<file path="src/rtl/vga_pkg.sv">
// Shared constants, state type and clipping helpers for the 160x120 pixel-write path.
package vga_pkg;

    localparam int X_W      = 8;
    localparam int Y_W      = 7;
    localparam int COLOUR_W = 3;

    // Screen limits are one bit wider than the coordinates so 160/120 compare without wrap.
    localparam logic [X_W:0] SCREEN_W = 9'd160;
    localparam logic [Y_W:0] SCREEN_H = 8'd120;

    localparam logic [X_W-1:0] FULL_W = 8'd160;
    localparam logic [Y_W-1:0] FULL_H = 7'd120;

    typedef enum logic [1:0] {
        IDLE = 2'd0,
        LOAD = 2'd1,
        DRAW = 2'd2,
        DONE = 2'd3
    } fill_state_t;

    function automatic logic [X_W:0] clip_w(input logic [X_W-1:0] org, input logic [X_W-1:0] len);
        logic [X_W:0] room;
        room = SCREEN_W - {1'b0, org};
        if ({1'b0, org} >= SCREEN_W) begin
            clip_w = {(X_W+1){1'b0}};
        end else if ({1'b0, len} < room) begin
            clip_w = {1'b0, len};
        end else begin
            clip_w = room;
        end
    endfunction

    function automatic logic [Y_W:0] clip_h(input logic [Y_W-1:0] org, input logic [Y_W-1:0] len);
        logic [Y_W:0] room;
        room = SCREEN_H - {1'b0, org};
        if ({1'b0, org} >= SCREEN_H) begin
            clip_h = {(Y_W+1){1'b0}};
        end else if ({1'b0, len} < room) begin
            clip_h = {1'b0, len};
        end else begin
            clip_h = room;
        end
    endfunction

endpackage

</file>
<file path="src/rtl/vga_rect_fill_if.sv">
// Request and pixel-write signals between user logic (master) and the fill sequencer (slave).
interface vga_rect_fill_if;
    import vga_pkg::*;

    logic                start;
    logic                clear;
    logic [X_W-1:0]      x0;
    logic [Y_W-1:0]      y0;
    logic [X_W-1:0]      width;
    logic [Y_W-1:0]      height;
    logic [COLOUR_W-1:0] colour_in;
    logic [X_W-1:0]      x;
    logic [Y_W-1:0]      y;
    logic [COLOUR_W-1:0] colour;
    logic                plot;
    logic                busy;
    logic                done;

    modport master (
        output start, clear, x0, y0, width, height, colour_in,
        input  x, y, colour, plot, busy, done
    );

    modport slave (
        input  start, clear, x0, y0, width, height, colour_in,
        output x, y, colour, plot, busy, done
    );

endinterface

</file>
<file path="src/rtl/vga_raster_counter.sv">
// Loadable 2-D raster counter: x runs origin..end, then wraps to origin while y steps.
module vga_raster_counter
    import vga_pkg::*;
(
    input  logic           clock,
    input  logic           resetn,
    input  logic           load,
    input  logic           en,
    input  logic [X_W-1:0] org_x,
    input  logic [Y_W-1:0] org_y,
    input  logic [X_W-1:0] ext_w,
    input  logic [Y_W-1:0] ext_h,
    output logic [X_W-1:0] x,
    output logic [Y_W-1:0] y,
    output logic           last
);

    localparam logic [X_W-1:0] X_ONE = {{(X_W-1){1'b0}}, 1'b1};
    localparam logic [Y_W-1:0] Y_ONE = {{(Y_W-1){1'b0}}, 1'b1};

    logic [X_W-1:0] x_r;
    logic [Y_W-1:0] y_r;
    logic [X_W-1:0] ox_r;
    logic [X_W-1:0] xe_r;
    logic [Y_W-1:0] ye_r;

    // Position and end-coordinate registers; extents arrive pre-clipped so the ends stay on screen.
    always_ff @(posedge clock or negedge resetn) begin
        if (!resetn) begin
            x_r  <= {X_W{1'b0}};
            y_r  <= {Y_W{1'b0}};
            ox_r <= {X_W{1'b0}};
            xe_r <= {X_W{1'b0}};
            ye_r <= {Y_W{1'b0}};
        end else if (load) begin
            x_r  <= org_x;
            y_r  <= org_y;
            ox_r <= org_x;
            xe_r <= org_x + ext_w - X_ONE;
            ye_r <= org_y + ext_h - Y_ONE;
        end else if (en) begin
            if (x_r == xe_r) begin
                x_r <= ox_r;
                y_r <= y_r + Y_ONE;
            end else begin
                x_r <= x_r + X_ONE;
            end
        end
    end

    assign x    = x_r;
    assign y    = y_r;
    assign last = (x_r == xe_r) && (y_r == ye_r);

endmodule

</file>
<file path="src/rtl/vga_rect_fill.sv">
// Rectangle / full-screen fill sequencer for the 160x120 adapter write port, one pixel per clock.
module vga_rect_fill
    import vga_pkg::*;
(
    input  logic           clock,
    input  logic           resetn,
    vga_rect_fill_if.slave bus
);

    fill_state_t         state_r;
    logic [X_W-1:0]      x0_r;
    logic [Y_W-1:0]      y0_r;
    logic [X_W-1:0]      w_r;
    logic [Y_W-1:0]      h_r;
    logic [COLOUR_W-1:0] colour_r;
    logic [COLOUR_W-1:0] colour_out_r;
    logic                plot_r;
    logic                busy_r;
    logic                done_r;

    logic [X_W:0]        w_eff_s;
    logic [Y_W:0]        h_eff_s;
    logic                empty_s;
    logic                load_s;
    logic                step_s;
    logic                last_s;
    logic [X_W-1:0]      cnt_x_s;
    logic [Y_W-1:0]      cnt_y_s;

    // Clipped extent of the latched request; a zero extent on either axis means nothing to draw.
    always_comb begin
        w_eff_s = clip_w(x0_r, w_r);
        h_eff_s = clip_h(y0_r, h_r);
        empty_s = (w_eff_s == {(X_W+1){1'b0}}) || (h_eff_s == {(Y_W+1){1'b0}});
    end

    assign load_s = (state_r == LOAD) && !empty_s;
    assign step_s = (state_r == DRAW) && !last_s;

    vga_raster_counter u_raster (
        .clock  (clock),
        .resetn (resetn),
        .load   (load_s),
        .en     (step_s),
        .org_x  (x0_r),
        .org_y  (y0_r),
        .ext_w  (w_eff_s[X_W-1:0]),
        .ext_h  (h_eff_s[Y_W-1:0]),
        .x      (cnt_x_s),
        .y      (cnt_y_s),
        .last   (last_s)
    );

    // Control FSM with registered plot/busy/done; plot rises with the counter load so pixel and strobe align.
    always_ff @(posedge clock or negedge resetn) begin
        if (!resetn) begin
            state_r      <= IDLE;
            x0_r         <= {X_W{1'b0}};
            y0_r         <= {Y_W{1'b0}};
            w_r          <= {X_W{1'b0}};
            h_r          <= {Y_W{1'b0}};
            colour_r     <= {COLOUR_W{1'b0}};
            colour_out_r <= {COLOUR_W{1'b0}};
            plot_r       <= 1'b0;
            busy_r       <= 1'b0;
            done_r       <= 1'b0;
        end else begin
            case (state_r)
                IDLE: begin
                    plot_r <= 1'b0;
                    done_r <= 1'b0;
                    if (bus.clear) begin
                        x0_r     <= {X_W{1'b0}};
                        y0_r     <= {Y_W{1'b0}};
                        w_r      <= FULL_W;
                        h_r      <= FULL_H;
                        colour_r <= bus.colour_in;
                        busy_r   <= 1'b1;
                        state_r  <= LOAD;
                    end else if (bus.start) begin
                        x0_r     <= bus.x0;
                        y0_r     <= bus.y0;
                        w_r      <= bus.width;
                        h_r      <= bus.height;
                        colour_r <= bus.colour_in;
                        busy_r   <= 1'b1;
                        state_r  <= LOAD;
                    end else begin
                        busy_r   <= 1'b0;
                        state_r  <= IDLE;
                    end
                end
                LOAD: begin
                    if (empty_s) begin
                        done_r  <= 1'b1;
                        state_r <= DONE;
                    end else begin
                        plot_r       <= 1'b1;
                        colour_out_r <= colour_r;
                        state_r      <= DRAW;
                    end
                end
                DRAW: begin
                    if (last_s) begin
                        plot_r  <= 1'b0;
                        done_r  <= 1'b1;
                        state_r <= DONE;
                    end else begin
                        state_r <= DRAW;
                    end
                end
                DONE: begin
                    done_r  <= 1'b0;
                    busy_r  <= 1'b0;
                    state_r <= IDLE;
                end
                default: begin
                    plot_r  <= 1'b0;
                    done_r  <= 1'b0;
                    busy_r  <= 1'b0;
                    state_r <= IDLE;
                end
            endcase
        end
    end

    assign bus.x      = cnt_x_s;
    assign bus.y      = cnt_y_s;
    assign bus.colour = colour_out_r;
    assign bus.plot   = plot_r;
    assign bus.busy   = busy_r;
    assign bus.done   = done_r;

endmodule
</file>
<file path="src/flat_wrapper.sv">
// flat-port wrapper written by rule: the top's interface ports become plain ports
module vga_rect_fill_flat import vga_pkg::*;
  (clock, resetn, bus_start, bus_clear, bus_x0, bus_y0, bus_width, bus_height, bus_colour_in, bus_x, bus_y, bus_colour, bus_plot, bus_busy, bus_done);
  vga_rect_fill_if bus_i ();
  input  logic clock;
  input  logic resetn;
  input wire logic [$bits(bus_i.start)-1:0] bus_start;
  input wire logic [$bits(bus_i.clear)-1:0] bus_clear;
  input wire logic [$bits(bus_i.x0)-1:0] bus_x0;
  input wire logic [$bits(bus_i.y0)-1:0] bus_y0;
  input wire logic [$bits(bus_i.width)-1:0] bus_width;
  input wire logic [$bits(bus_i.height)-1:0] bus_height;
  input wire logic [$bits(bus_i.colour_in)-1:0] bus_colour_in;
  output wire logic [$bits(bus_i.x)-1:0] bus_x;
  output wire logic [$bits(bus_i.y)-1:0] bus_y;
  output wire logic [$bits(bus_i.colour)-1:0] bus_colour;
  output wire logic [$bits(bus_i.plot)-1:0] bus_plot;
  output wire logic [$bits(bus_i.busy)-1:0] bus_busy;
  output wire logic [$bits(bus_i.done)-1:0] bus_done;
  assign bus_i.start = bus_start;
  assign bus_i.clear = bus_clear;
  assign bus_i.x0 = bus_x0;
  assign bus_i.y0 = bus_y0;
  assign bus_i.width = bus_width;
  assign bus_i.height = bus_height;
  assign bus_i.colour_in = bus_colour_in;
  assign bus_x = bus_i.x;
  assign bus_y = bus_i.y;
  assign bus_colour = bus_i.colour;
  assign bus_plot = bus_i.plot;
  assign bus_busy = bus_i.busy;
  assign bus_done = bus_i.done;
  vga_rect_fill u_core (.clock(clock), .resetn(resetn), .bus(bus_i));
endmodule
</file>
<file path="config.mk">
export PLATFORM = sky130hd
export DESIGN_NAME = vga_rect_fill_flat
export DESIGN_NICKNAME = d
export VERILOG_FILES = /design/src/rtl/vga_pkg.sv /design/src/rtl/vga_rect_fill_if.sv /design/src/rtl/vga_raster_counter.sv /design/src/rtl/vga_rect_fill.sv /design/src/flat_wrapper.sv
export SDC_FILE = /design/constraint.sdc
export NUM_CORES = 1
export LEC_CHECK = 0
export ABC_AREA = 0
export BUFFER_PORTS_ARGS = -buffer_cell sky130_fd_sc_hd__buf_2
export CAP_MARGIN = 15
export CORE_MARGIN = 5
export CORE_UTILIZATION = 35
export CTS_CLUSTER_SIZE = 14
export DETAILED_ROUTE_END_ITERATION = 16
export PLACE_DENSITY = 0.54
export SKIP_CTS_REPAIR_TIMING = 1
export SLEW_MARGIN = 10
export SYNTH_ARGS = -nofsm -noshare
export SYNTH_HDL_FRONTEND = slang
export SYNTH_SLANG_ARGS = --single-unit
</file>
<file path="constraint.sdc">
create_clock -name clock -period 6.8 [get_ports clock]
set_input_delay 0.34 -clock clock [delete_from_list [all_inputs] [get_ports clock]]
set_output_delay 0.34 -clock clock [all_outputs]
set_load 0.01 [all_outputs]
</file>
# After elaboration in Yosys (flattened, before gate mapping)
# Cells that the tools add are included.
[totals]
regBits = 79
output_inout_bits = 21
word_cells = 90
in_bits = 37
[classes]
magnitude_cmp = 4
n_addsub = 8
n_reduce_logical = 20
n_mux = 34
n_eq_ne = 8
n_bitwise = 1
[ops]
columns = ["op", "n"]
rows = [
  ["$mux 8", 9],
  ["$mux 7", 7],
  ["$mux 9", 2],
  ["$logic_not 9->1", 1],
  ["$lt 8x9->1", 1],
  ["$mux 1", 9],
  ["$sub 8x8->9 const A", 1],
  ["$add 8x1->8 const B", 1],
  ["$add 8x8->8", 1],
  ["$eq 8x8->1", 1],
  ["$ge 8x8->1 const B", 1],
  ["$logic_not 8->1", 1],
  ["$lt 7x8->1", 1],
  ["$pmux 2 s4", 1],
  ["$reduce_and 2->1", 4],
  ["$reduce_bool 2->1", 4],
  ["$sub 7x7->8 const A", 1],
  ["$sub 8x1->8 const B", 1],
  ["$add 7x1->7 const B", 1],
  ["$add 7x7->7", 1],
  ["$eq 7x7->1", 1],
  ["$ge 7x7->1 const B", 1],
  ["$sub 7x1->7 const B", 1],
  ["$mux 3", 2],
  ["15 further kinds", 21],
]

# Depth between registers and ports, before layout
# Gate-level depths: netlist of run 1.
[depth]
depth_word = 10
depth_mapped = 26
mapped_depth_nobuf = 24

# Hierarchy
# A second synthesis of run 1 with hierarchy kept.
[hier_totals]
cells_unflattened = 628
hier_area_um2 = 5531.6
[modules_own_cells]
columns = ["mod", "cells_per_inst", "instances", "area_per_inst_um2", "seq_area_each_um2"]
rows = [
  ["vga_rect_fill", 333, 1, 2795.2, 1026.0],
  ["vga_raster_counter", 295, 1, 2736.4, 950.9],
]

# Worst setup path after synthesis of run 1
# No wires, ideal clock.
[synth_timing]
kind = "register -> register"
start = "reg u_core.x0_r[2]"
end = "reg u_core.u_raster.xe_r[7]"
n_path_buf = 2
period_less_slack_ns = 4.988
slack_ns = 1.812
stages_incl_launch_ff = 25
arrival_ns = 4.863
cell_sequence = "dfrtp_1 buf_6 nor3_1 nand2_1 a21oi_1 xnor2_1 ha_1 and3_1 nand3_1 o21a_1 nor2_1 clkbuf_1 nor2_1 a31oi_1 o211ai_1 ha_1 inv_1 ha_1 nor2b_1 o21ai_0 a21boi_0 or4_1 nand3_1 xnor2_1 mux2_2"
[synth_between]
elab_chain_cells = 8
word_cells_on_any_way = 11
[synth_rtl]
columns = ["item", "line", "text"]
rows = [
  ["from (decl)", "vga_rect_fill.sv:11", "logic [X_W-1:0] x0_r;"],
  ["from (signal assigned)", "vga_rect_fill.sv:58", "x0_r <= {X_W{1'b0}};"],
  ["from (signal assigned)", "vga_rect_fill.sv:73", "x0_r <= {X_W{1'b0}};"],
  ["from (signal assigned)", "vga_rect_fill.sv:81", "x0_r <= bus.x0;"],
  ["branches (longest 8 deep; another with $sub 8x8->9)", "--", ""],
  ["to (signal assigned)", "vga_raster_counter.sv:33", "xe_r <= {X_W{1'b0}};"],
  ["to (signal assigned)", "vga_raster_counter.sv:39", "xe_r <= org_x + ext_w - X_ONE;"],
  ["to (decl)", "vga_raster_counter.sv:24", "logic [X_W-1:0] xe_r;"],
]
# Several ways; the timed one is not identified.
# A chain may end at the register's enable or synchronous reset.

# Worst setup path after layout of run 1
# Ends and elaborated chain as after synthesis.

==> impl_metrics.json, run 1 <==
{
  "grt_pass1_wl_um": 21900,
  "async_reset_ff_share_pct": 100,
  "ys_warn_count": 0,
  "hold_violations": 0,
  "die_width_um": 136,
  "clk_path_buf_depth": 2,
  "grt-ovfl-total": 0,
  "synthesis.nets": 682,
  "cp_top_family": "simple AND/OR/NAND/NOR gates",
  "layout-drive-gt1-share_pct": 17.3,
  "drv_cap": 0,
  "rows": 46,
  "rsz0062_at_grt": "false",
  "track_usage_pct": 14.8,
  "wl_per_cell_um": 15.1,
  "hold_class": "input pin to asynchronous set/reset pin",
  "maxSlewHeadroom_pct": 31.7,
  "period_share_pct": 87.0,
  "clk-insertion-delay-late_ns": 0.34,
  "area_growth_pct": 13.7,
  "drc_errors": 0,
  "avgSynthCellArea_um2": 9.26,
  "synthFlopType": "dfrtp_1",
  "ys_top_cells_by_area": "dfrtp_1, ha_1, o21ai_0",
  "avgViaCountPerCell": 4.94,
  "ios": 58,
  "dr.pass1.iters": 5,
  "drtIter0Drc": 305,
  "synth_edf_count": 0,
  "route.vias.total": 4261,
  "netlist.area_leader.share_pct": 35.8,
  "cts_sinks": 79,
  "drt_wl_total_um": 13100,
  "cts-buffers-inserted": 9,
  "postLayoutCoreUtil_pct": 40.0,
  "antenna_left": 0,
  "place.gp.congestion": 0.838,
  "required_ns": 7.03,
  "cp_num_buf_inv": 2,
  "yosysSeqAreaShare_pct": 35.8,
  "crit_path_max_fanout": 14,
  "synth_top_area_cell": "dfrtp_1",
  "tns_ns": 0,
  "io_buffers": 57,
  "antenna_found_initial": 0,
  "crit_top_cell": "ha_1",
  "dieArea_um2": 18400,
  "fin_skew_ns": 0.00746,
  "yosysMostFrequentCell": "dfrtp_1",
  "grt_pass1_vias": 4357,
  "fmax_ghz": 0.169,
  "antenna_cells": 0,
  "cts_tree": "built",
  "clk_pin_slew_ns": 0.06,
  "nFillCells": 1586,
  "initial_core_util_pct": 35.2,
  "crit_type": "flip-flop to flip-flop",
  "die_h_um": 136,
  "cp.depth": 23,
  "cp.arrival_ns": 6.14,
  "core_area_um2": 15700,
  "end_kind": "flip-flop",
  "nets": 727,
  "worst_pin_slew_ns": 1.02,
  "status": "complete, no violations",
  "cp_slowest_cell": "nor2_1",
  "synthTopCellsByCount": "dfrtp_1, nand2_1, o21ai_0",
  "clock-root-buffer": "clkbuf_16",
  "hpwl_um": 9870,
  "netlist_instances": 597,
  "critPathLaunchType": "flip-flop",
  "ys_types": 50,
  "cp_slowest_stage_delay_ns": 0.74,
  "finalCriticalPeriod_ns": 5.91,
  "path_cells": "nor3_1 -> nand2_1 -> a21oi_1 -> xnor2_1 -> ha_1 -> and3_1 -> nand3_1 -> o21a_1 -> nor2_1 -> mux2_2 -> nand2_1 -> ha_1 -> inv_1 -> ha_1 -> inv_1 -> fa_1 -> nor2b_1 -> o21ai_0 -> a21boi_0 -> or4_1 -> nand3_1 -> xnor2_1 -> mux2_2",
  "syn_area_um2": 5530,
  "synth_seq_cells": 79,
  "whs_ns": 0.156,
  "grt_max_degree": 80,
  "cts_htree_levels": 3,
  "finalSetupViolations": 0,
  "maxSlewViolCount": 0,
  "worstRegToRegCells": 23
}
-- per-stage QoR --
stage                     area, um2  instances  worst slack, ns
after floorplan                5530        597             1.81
after CTS                      6280        863            0.922
after global placement         5990        847             1.11
after global routing           6280        863            0.352
after detailed placement       5990        847            0.930
final                          6280        863            0.887
-- worst register-to-register path, stage by stage, from the launching register on --
cell      delay (ns)
dfrtp_1         0.49
nor3_1          0.65
nand2_1         0.19
a21oi_1         0.30
xnor2_1         0.14
ha_1            0.32
and3_1          0.18
nand3_1         0.10
o21a_1          0.21
nor2_1          0.74
mux2_2          0.42
nand2_1         0.07
ha_1            0.22
inv_1           0.06
ha_1            0.16
inv_1           0.05
fa_1            0.40
nor2b_1         0.12
o21ai_0         0.10
a21boi_0        0.25
or4_1           0.15
nand3_1         0.08
xnor2_1         0.13
mux2_2          0.27
-- kinds of logic after synthesis --
| logic type | synth area share [%] |
|---|---|
| compound gates | 14.0 |
| xor+xnor | 7.45 |
| fa+ha+maj | 11.1 |
| buf+inv | 5.80 |
| flops | 35.8 |
| mux | 10.7 |
| simple gates | 15.1 |
-- state kept, by name, indices dropped and copies added, names as in the netlist, 8 cells and up --
| name | cells |
|---|---|
| u_core.x0_r | 8 |
| u_core.u_raster.x | 8 |
| u_core.u_raster.xe_r | 8 |
| u_core.u_raster.ox_r | 8 |
| u_core.w_r | 8 |
-- final timing paths --
check                                     start                      end  slack, ns
max in group asynchronous                resetn       u_core.colour_r[0]       5.96
hold / removal                           resetn           u_core.y0_r[1]       0.16
hold reg to reg            u_core.bus.colour[1]     u_core.bus.colour[1]       0.50
min in group clock             bus_colour_in[1]       u_core.colour_r[1]       0.24
setup / recovery                 u_core.x0_r[2]  u_core.u_raster.xe_r[7]       0.89
setup reg to reg                 u_core.x0_r[2]  u_core.u_raster.xe_r[7]       0.89
-- routing by layer --
metal / vias up / part of all wire [%] / wire [um] / global-route usage [%]
met2: 103 / 42 / 5420 / 21.7
met1: 1982 / 52 / 6830 / 22.0
li1: 2163 / - / - / -
met4: 0 / 1.3 / 172 / 4.20
met5: - / 0 / 0 / 0
met3: 13 / 4.8 / 628 / 3.27
-- area by class of cell --
cell class | instances | area [um2] | share of cell area, %
clock buffers | 13 | 250 | 3.98
clock inverters | 3 | 42.5 | 0.677
inverters | 51 | 191 | 3.05
multi-input cells | 441 | 3240 | 51.6
flip-flops and latches | 79 | 1980 | 31.5
well taps | 216 | 270 | 4.30
repair buffers | 60 | 310 | 4.94
-- layout by cell type (no fill, tap or decap), types with 3 or more instances in the layout --
cell and count:
ha_1 46, nor2b_1 3, a31oi_1 8, dfrtp_1 79, nand2_1 68, mux2_2 13, xor2_1 24, xnor2_1 23
o22ai_1 3, nor3_1 8, and3_1 6, o211ai_1 7, a21o_1 7, nand3_1 8, nand2b_1 28, mux2_4 19
clkbuf_16 9, buf_2 56, nand4_1 6, mux2i_1 16, a21oi_1 20, o21ai_0 57, nor2_1 27, buf_4 4
nor4_1 6, o31ai_1 5, inv_1 51, clkbuf_1 3
Power of run 1 is not shown: default switching activity piles up to over one toggle a cycle in this logic, so the estimate is an artifact.
==> run 2: changes to the inputs <==
--- a/config.mk
+++ b/config.mk
@@ -12,6 +12,7 @@
 export CORE_UTILIZATION = 35
 export CTS_CLUSTER_SIZE = 14
 export DETAILED_ROUTE_END_ITERATION = 16
+export GPL_TIMING_DRIVEN = 0
 export PLACE_DENSITY = 0.54
 export SKIP_CTS_REPAIR_TIMING = 1
 export SLEW_MARGIN = 10
==> constraint.sdc (replaced) <==
create_clock -name clock -period 5.81 [get_ports clock]
set_input_delay 0.2905 -clock clock [delete_from_list [all_inputs] [get_ports clock]]
set_output_delay 0.2905 -clock clock [all_outputs]
set_load 0.01 [all_outputs]
==> run 2 against run 1 <==
Effect of this change:
- routed wire length up 1.9%
- critical path depth up 2
- clock skew down 0.00069 ns
- maximum frequency up 8.8%
- global-route usage up 0.37 points
==> impl_metrics.json, run 2 (same netlist as run 1, synthesis figures left out) <==
{
  "status": "complete, no violations",
  "rows": 46,
  "crit_path_max_fanout": 10,
  "hpwl_um": 10600,
  "grt_max_degree": 47,
  "place.gp.congestion": 0.844,
  "worst_pin_slew_ns": 0.905,
  "period_share_pct": 93.5,
  "hold_class": "input pin to flip-flop",
  "antenna_found_initial": 0,
  "final_common_cell": "dfrtp_1",
  "top_layer": "met4",
  "cts-buffers-inserted": 9,
  "drc_errors": 0,
  "cts_tree": "built",
  "drt_wl_total_um": 13300,
  "postLayoutCoreUtil_pct": 41.1,
  "crit_type": "flip-flop to flip-flop",
  "required_ns": 6.04,
  "wl_per_cell_um": 15.0,
  "wl_met3_um": 501,
  "final_cell_mix": "dfrtp_1, nand2_1, buf_2, o21ai_0, inv_1",
  "avgViaCountPerCell": 4.88,
  "cts_htree_levels": 3,
  "grt_pass1_vias": 4406,
  "clk_path_buf_depth": 2,
  "die_width_um": 136,
  "antenna_cells": 0,
  "layout-drive-gt1-share_pct": 18.5,
  "hold_violations": 0,
  "maxSlewHeadroom_pct": 39.3,
  "antenna_left": 0,
  "dieArea_um2": 18400,
  "clock-root-buffer": "clkbuf_16",
  "fin_skew_ns": 0.00677,
  "cts_sinks": 79,
  "io_buffers": 57,
  "die_h_um": 136,
  "core_area_um2": 15700,
  "critPathLaunchType": "flip-flop",
  "nets": 752,
  "met2WireLength_um": 5610,
  "drtIter0Drc": 372,
  "crit_top_cell": "ha_1",
  "drv_cap": 0,
  "ios": 58,
  "clk-insertion-delay-late_ns": 0.34,
  "finalCriticalPeriod_ns": 5.43,
  "dr.pass1.iters": 4,
  "maxSlewViolCount": 0,
  "fmax_ghz": 0.184,
  "finalSetupViolations": 0,
  "clk_pin_slew_ns": 0.06,
  "grt-ovfl-total": 0,
  "route.vias.total": 4329,
  "grt_pass1_wl_um": 22300,
  "tns_ns": 0,
  "wl_met1_um": 7030,
  "track_usage_pct": 15.2,
  "cp_slowest_stage_delay_ns": 0.51,
  "area_growth_pct": 16.9,
  "initial_core_util_pct": 35.2,
  "cp.arrival_ns": 5.66,
  "cp_slowest_cell": "or4b_4",
  "rsz0062_at_grt": "false",
  "whs_ns": 0.188,
  "end_kind": "flip-flop"
}
-- run 2: layout make-up --
cell class                 instances  area [um2]
sequential                        79        1980
inverter                          51         191
multi-input combinational        441        3240
tap                              216         270
timing repair buffer              59         325
clock inverter                     6        93.8
fill                            1567        9250
clock buffer                      10         229
buffer                            26         130
-- run 2: critical path: cells and delay by family, from the launching register on --
kind                       cells  cell delay (ns)
and+or+nand+nor                7             1.52
buffers and inverters          4             0.55
xor gates and xnor gates       2             0.24
muxes                          1             0.27
adders and majority gates      4             0.93
DFF                            1             0.48
AOI/OAI and AO/OA              7             1.32
-- run 2: final timing paths --
path                                                end  slack [ns]            startpoint  depth (start not counted)
worst max register to register  u_core.u_raster.xe_r[7]        0.38        u_core.x0_r[0]                         25
worst min register to register     u_core.bus.colour[0]        0.51  u_core.bus.colour[0]                          1
max in group asynchronous          u_core.u_raster.x[7]        4.79                resetn                          3
worst max-delay path            u_core.u_raster.xe_r[7]        0.38        u_core.x0_r[0]                         25
worst min-delay path                 u_core.colour_r[1]        0.19      bus_colour_in[1]                          2
min in group asynchronous                u_core.y0_r[0]        0.44                resetn                          2
-- run 2: layer usage --
layer,vias to the layer above,global-route usage [%]
met5,-,0
met4,0,4.48
met3,10,3.01
met2,95,22.1
met1,2020,22.8
li1,2204,-
-- run 2: metrics by stage --
step / worst slack, ns / cells / area, um2
after floorplan: 0.822 / 597 / 5530
after global placement: 0.0616 / 870 / 6080
after detailed placement: -0.0349 / 871 / 6110
after CTS: -0.0473 / 887 / 6430
after global routing: 0.0125 / 888 / 6460
final: 0.376 / 888 / 6460
Power of run 2 is left out for the same reason.
==> run 3: changes to the inputs <==
--- a/config.mk
+++ b/config.mk
@@ -5,7 +5,7 @@
 export SDC_FILE = /design/constraint.sdc
 export NUM_CORES = 1
 export LEC_CHECK = 0
-export ABC_AREA = 0
+export ABC_AREA = 1
 export BUFFER_PORTS_ARGS = -buffer_cell sky130_fd_sc_hd__buf_2
 export CAP_MARGIN = 15
 export CORE_MARGIN = 5
==> run 3 against run 2 <==
Effect of this change:
- sequential share of layout area increased by 1.3 points
- register-to-register slack improved by 0.97 ns
- synthesized cell count increased by 15%
- utilization decreased by 0.13 points
- clock skew about the same
- global-route usage increased by 1.3 points
- die area decreased by 2.9%
- first-iteration DRC count decreased by 25%
- routed wire length increased by 4.6%
- non-clock buffer count decreased by 3
- largest cell class unchanged
==> impl_metrics.json, run 3 <==
{
  "netlist.area_leader.share_pct": 36.9,
  "cts-buffers-inserted": 9,
  "clock-root-buffer": "clkbuf_16",
  "async_reset_ff_share_pct": 100,
  "rows": 45,
  "critPathLaunchType": "flip-flop",
  "rrSetupSlack_ns": 1.34,
  "io_buffers": 56,
  "route.vias.total": 4675,
  "cts_sinks": 79,
  "nets": 840,
  "grt_pass1_vias": 4654,
  "grt_pass1_wl_um": 23700,
  "period_share_pct": 76.9,
  "fin_skew_ns": 0.00653,
  "die_width_um": 134,
  "clk_path_buf_depth": 2,
  "clk-insertion-delay-late_ns": 0.34,
  "maxSlewHeadroom_pct": 60.9,
  "synth_edf_count": 0,
  "track_usage_pct": 16.5,
  "ios": 58,
  "grt-ovfl-total": 0,
  "initial_core_util_pct": 35.5,
  "dieArea_um2": 17900,
  "status": "complete, no violations",
  "drv_cap": 0,
  "ys_types": 41,
  "drt_wl_total_um": 13900,
  "min_path_cells": 3,
  "grt_max_degree": 50,
  "clk_pin_slew_ns": 0.06,
  "ys_warn_count": 0,
  "antenna_cells": 0,
  "yosysSeqAreaShare_pct": 36.9,
  "synth_top_area_cell": "dfrtp_1",
  "place.gp.congestion": 0.856,
  "synthFlopType": "dfrtp_1",
  "cp_slowest_cell": "dfrtp_1",
  "hold_violations": 0,
  "holdPathEnd": "u_core.colour_r[2]",
  "finalSetupViolations": 0,
  "avgSynthCellArea_um2": 7.80,
  "core_area_um2": 15100,
  "nFillCells": 1584,
  "hold_class": "input pin to flip-flop",
  "area_growth_pct": 15.6,
  "avgViaCountPerCell": 4.94,
  "cts_tree": "built",
  "wl_per_cell_um": 14.7,
  "antenna_left": 0,
  "hpwl_um": 11100,
  "synthTopCellsByCount": "nand2_1, nand3_1, dfrtp_1",
  "whs_ns": 0.149,
  "worst_pin_slew_ns": 0.586,
  "drtIter0Drc": 278,
  "netlist_instances": 686,
  "yosysMostFrequentCell": "nand2_1",
  "drc_errors": 0,
  "crit_type": "flip-flop to flip-flop",
  "cp_slowest_stage_delay_ns": 0.43,
  "finalCriticalPeriod_ns": 4.47,
  "end_kind": "flip-flop",
  "timing.rr.start": "u_core.x0_r[0]",
  "maxSlewViolCount": 0,
  "required_ns": 6.03,
  "rsz0062_at_grt": "false",
  "fmax_ghz": 0.224,
  "cts_htree_levels": 3,
  "syn_area_um2": 5350,
  "crit_path_max_fanout": 9,
  "min-delay-start": "bus_colour_in[2]",
  "cp.arrival_ns": 4.69,
  "die_h_um": 134,
  "final_cell_mix": "nand2_1, nand3_1, dfrtp_1, inv_1, buf_2",
  "synth_seq_cells": 79,
  "layout-drive-gt1-share_pct": 14.4,
  "final_common_cell": "nand2_1",
  "worstRegToRegCells": 26,
  "ys_top_cells_by_area": "dfrtp_1, nand2_1, ha_1",
  "tns_ns": 0,
  "dr.pass1.iters": 5,
  "synthesis.nets": 771,
  "crit_top_cell": "nand2_1",
  "r2r-end": "u_core.u_raster.xe_r[7]",
  "antenna_found_initial": 0
}
-- run 3: cell types whose count changed in the layout (fill, tap and decap cells not counted), moves of 16 or more --
cell,before,now
nand3_1,8,91
mux2i_1,16,0
nand2b_1,28,0
nand2_1,68,163
mux2_4,19,0
inv_1,51,76
-- run 3: kinds of logic (layout without fill, tap and decap cells) --
family / after synthesis / in the layout / share of synthesized area [%]
simple gates: 323 / 323 / 28.0
xor+xnor: 42 / 42 / 6.87
fa+ha+maj: 48 / 48 / 11.5
buf+inv: 109 / 182 / 8.20
compound gates: 85 / 85 / 8.51
flops: 79 / 79 / 36.9
-- run 3: critical path: cells and delay by family, from the launching register on --
family | cells | cell delay (ns)
AO/OA/AOI/OAI | 5 | 0.65
XOR/XNOR | 2 | 0.31
adder cells (fa/ha/maj) | 5 | 1.31
buffers and inverters | 4 | 0.44
flip-flops | 1 | 0.43
AND/OR/NAND/NOR | 10 | 1.21
-- run 3: how the worst max path moves through the flow --
stage / startpoint / to / slack (ns) / cells after the start
finish: u_core.x0_r[0] / u_core.u_raster.xe_r[7] / 1.34 / 26
global route: u_core.x0_r[0] / u_core.u_raster.xe_r[7] / 0.82 / 26
CTS: u_core.x0_r[0] / u_core.u_raster.xe_r[7] / 1.35 / 26
detailed placement: u_core.x0_r[0] / u_core.u_raster.xe_r[7] / 1.38 / 26
global placement: u_core.x0_r[0] / u_core.u_raster.xe_r[7] / 1.44 / 26
floorplan: u_core.x0_r[0] / u_core.u_raster.xe_r[7] / 1.96 / 26
-- run 3: layout make-up --
type / instances / area [um2] / area share [%]
plain buffers: 24 / 118 / 1.90
clock buffers: 15 / 278 / 4.49
inverters: 85 / 322 / 5.20
multi-input cells: 498 / 2940 / 47.5
flip-flops and latches: 79 / 1980 / 32.0
well taps: 188 / 235 / 3.80
repair buffers: 58 / 320 / 5.18
-- run 3: routing by layer --
metal	vias to the layer above	routed length, um	global-route usage, %
li1	2389	-	-
met1	2159	7230	24.6
met2	109	5900	24.2
met3	18	541	3.21
met4	0	248	5.09
met5	-	0	0
-- run 3: stage by stage --
stage | instances | instance area [um2] | setup WS (ns) | util, %
after floorplan | 686 | 5350 | 1.96 | -
after global placement | 930 | 5870 | 1.44 | 38.9
after detailed placement | 931 | 5900 | 1.38 | 39.1
after CTS | 946 | 6180 | 1.35 | 40.9
after global routing | 947 | 6190 | 0.815 | 41.0
final | 947 | 6190 | 1.34 | 41.0
Power of run 3 is left out for the same reason.
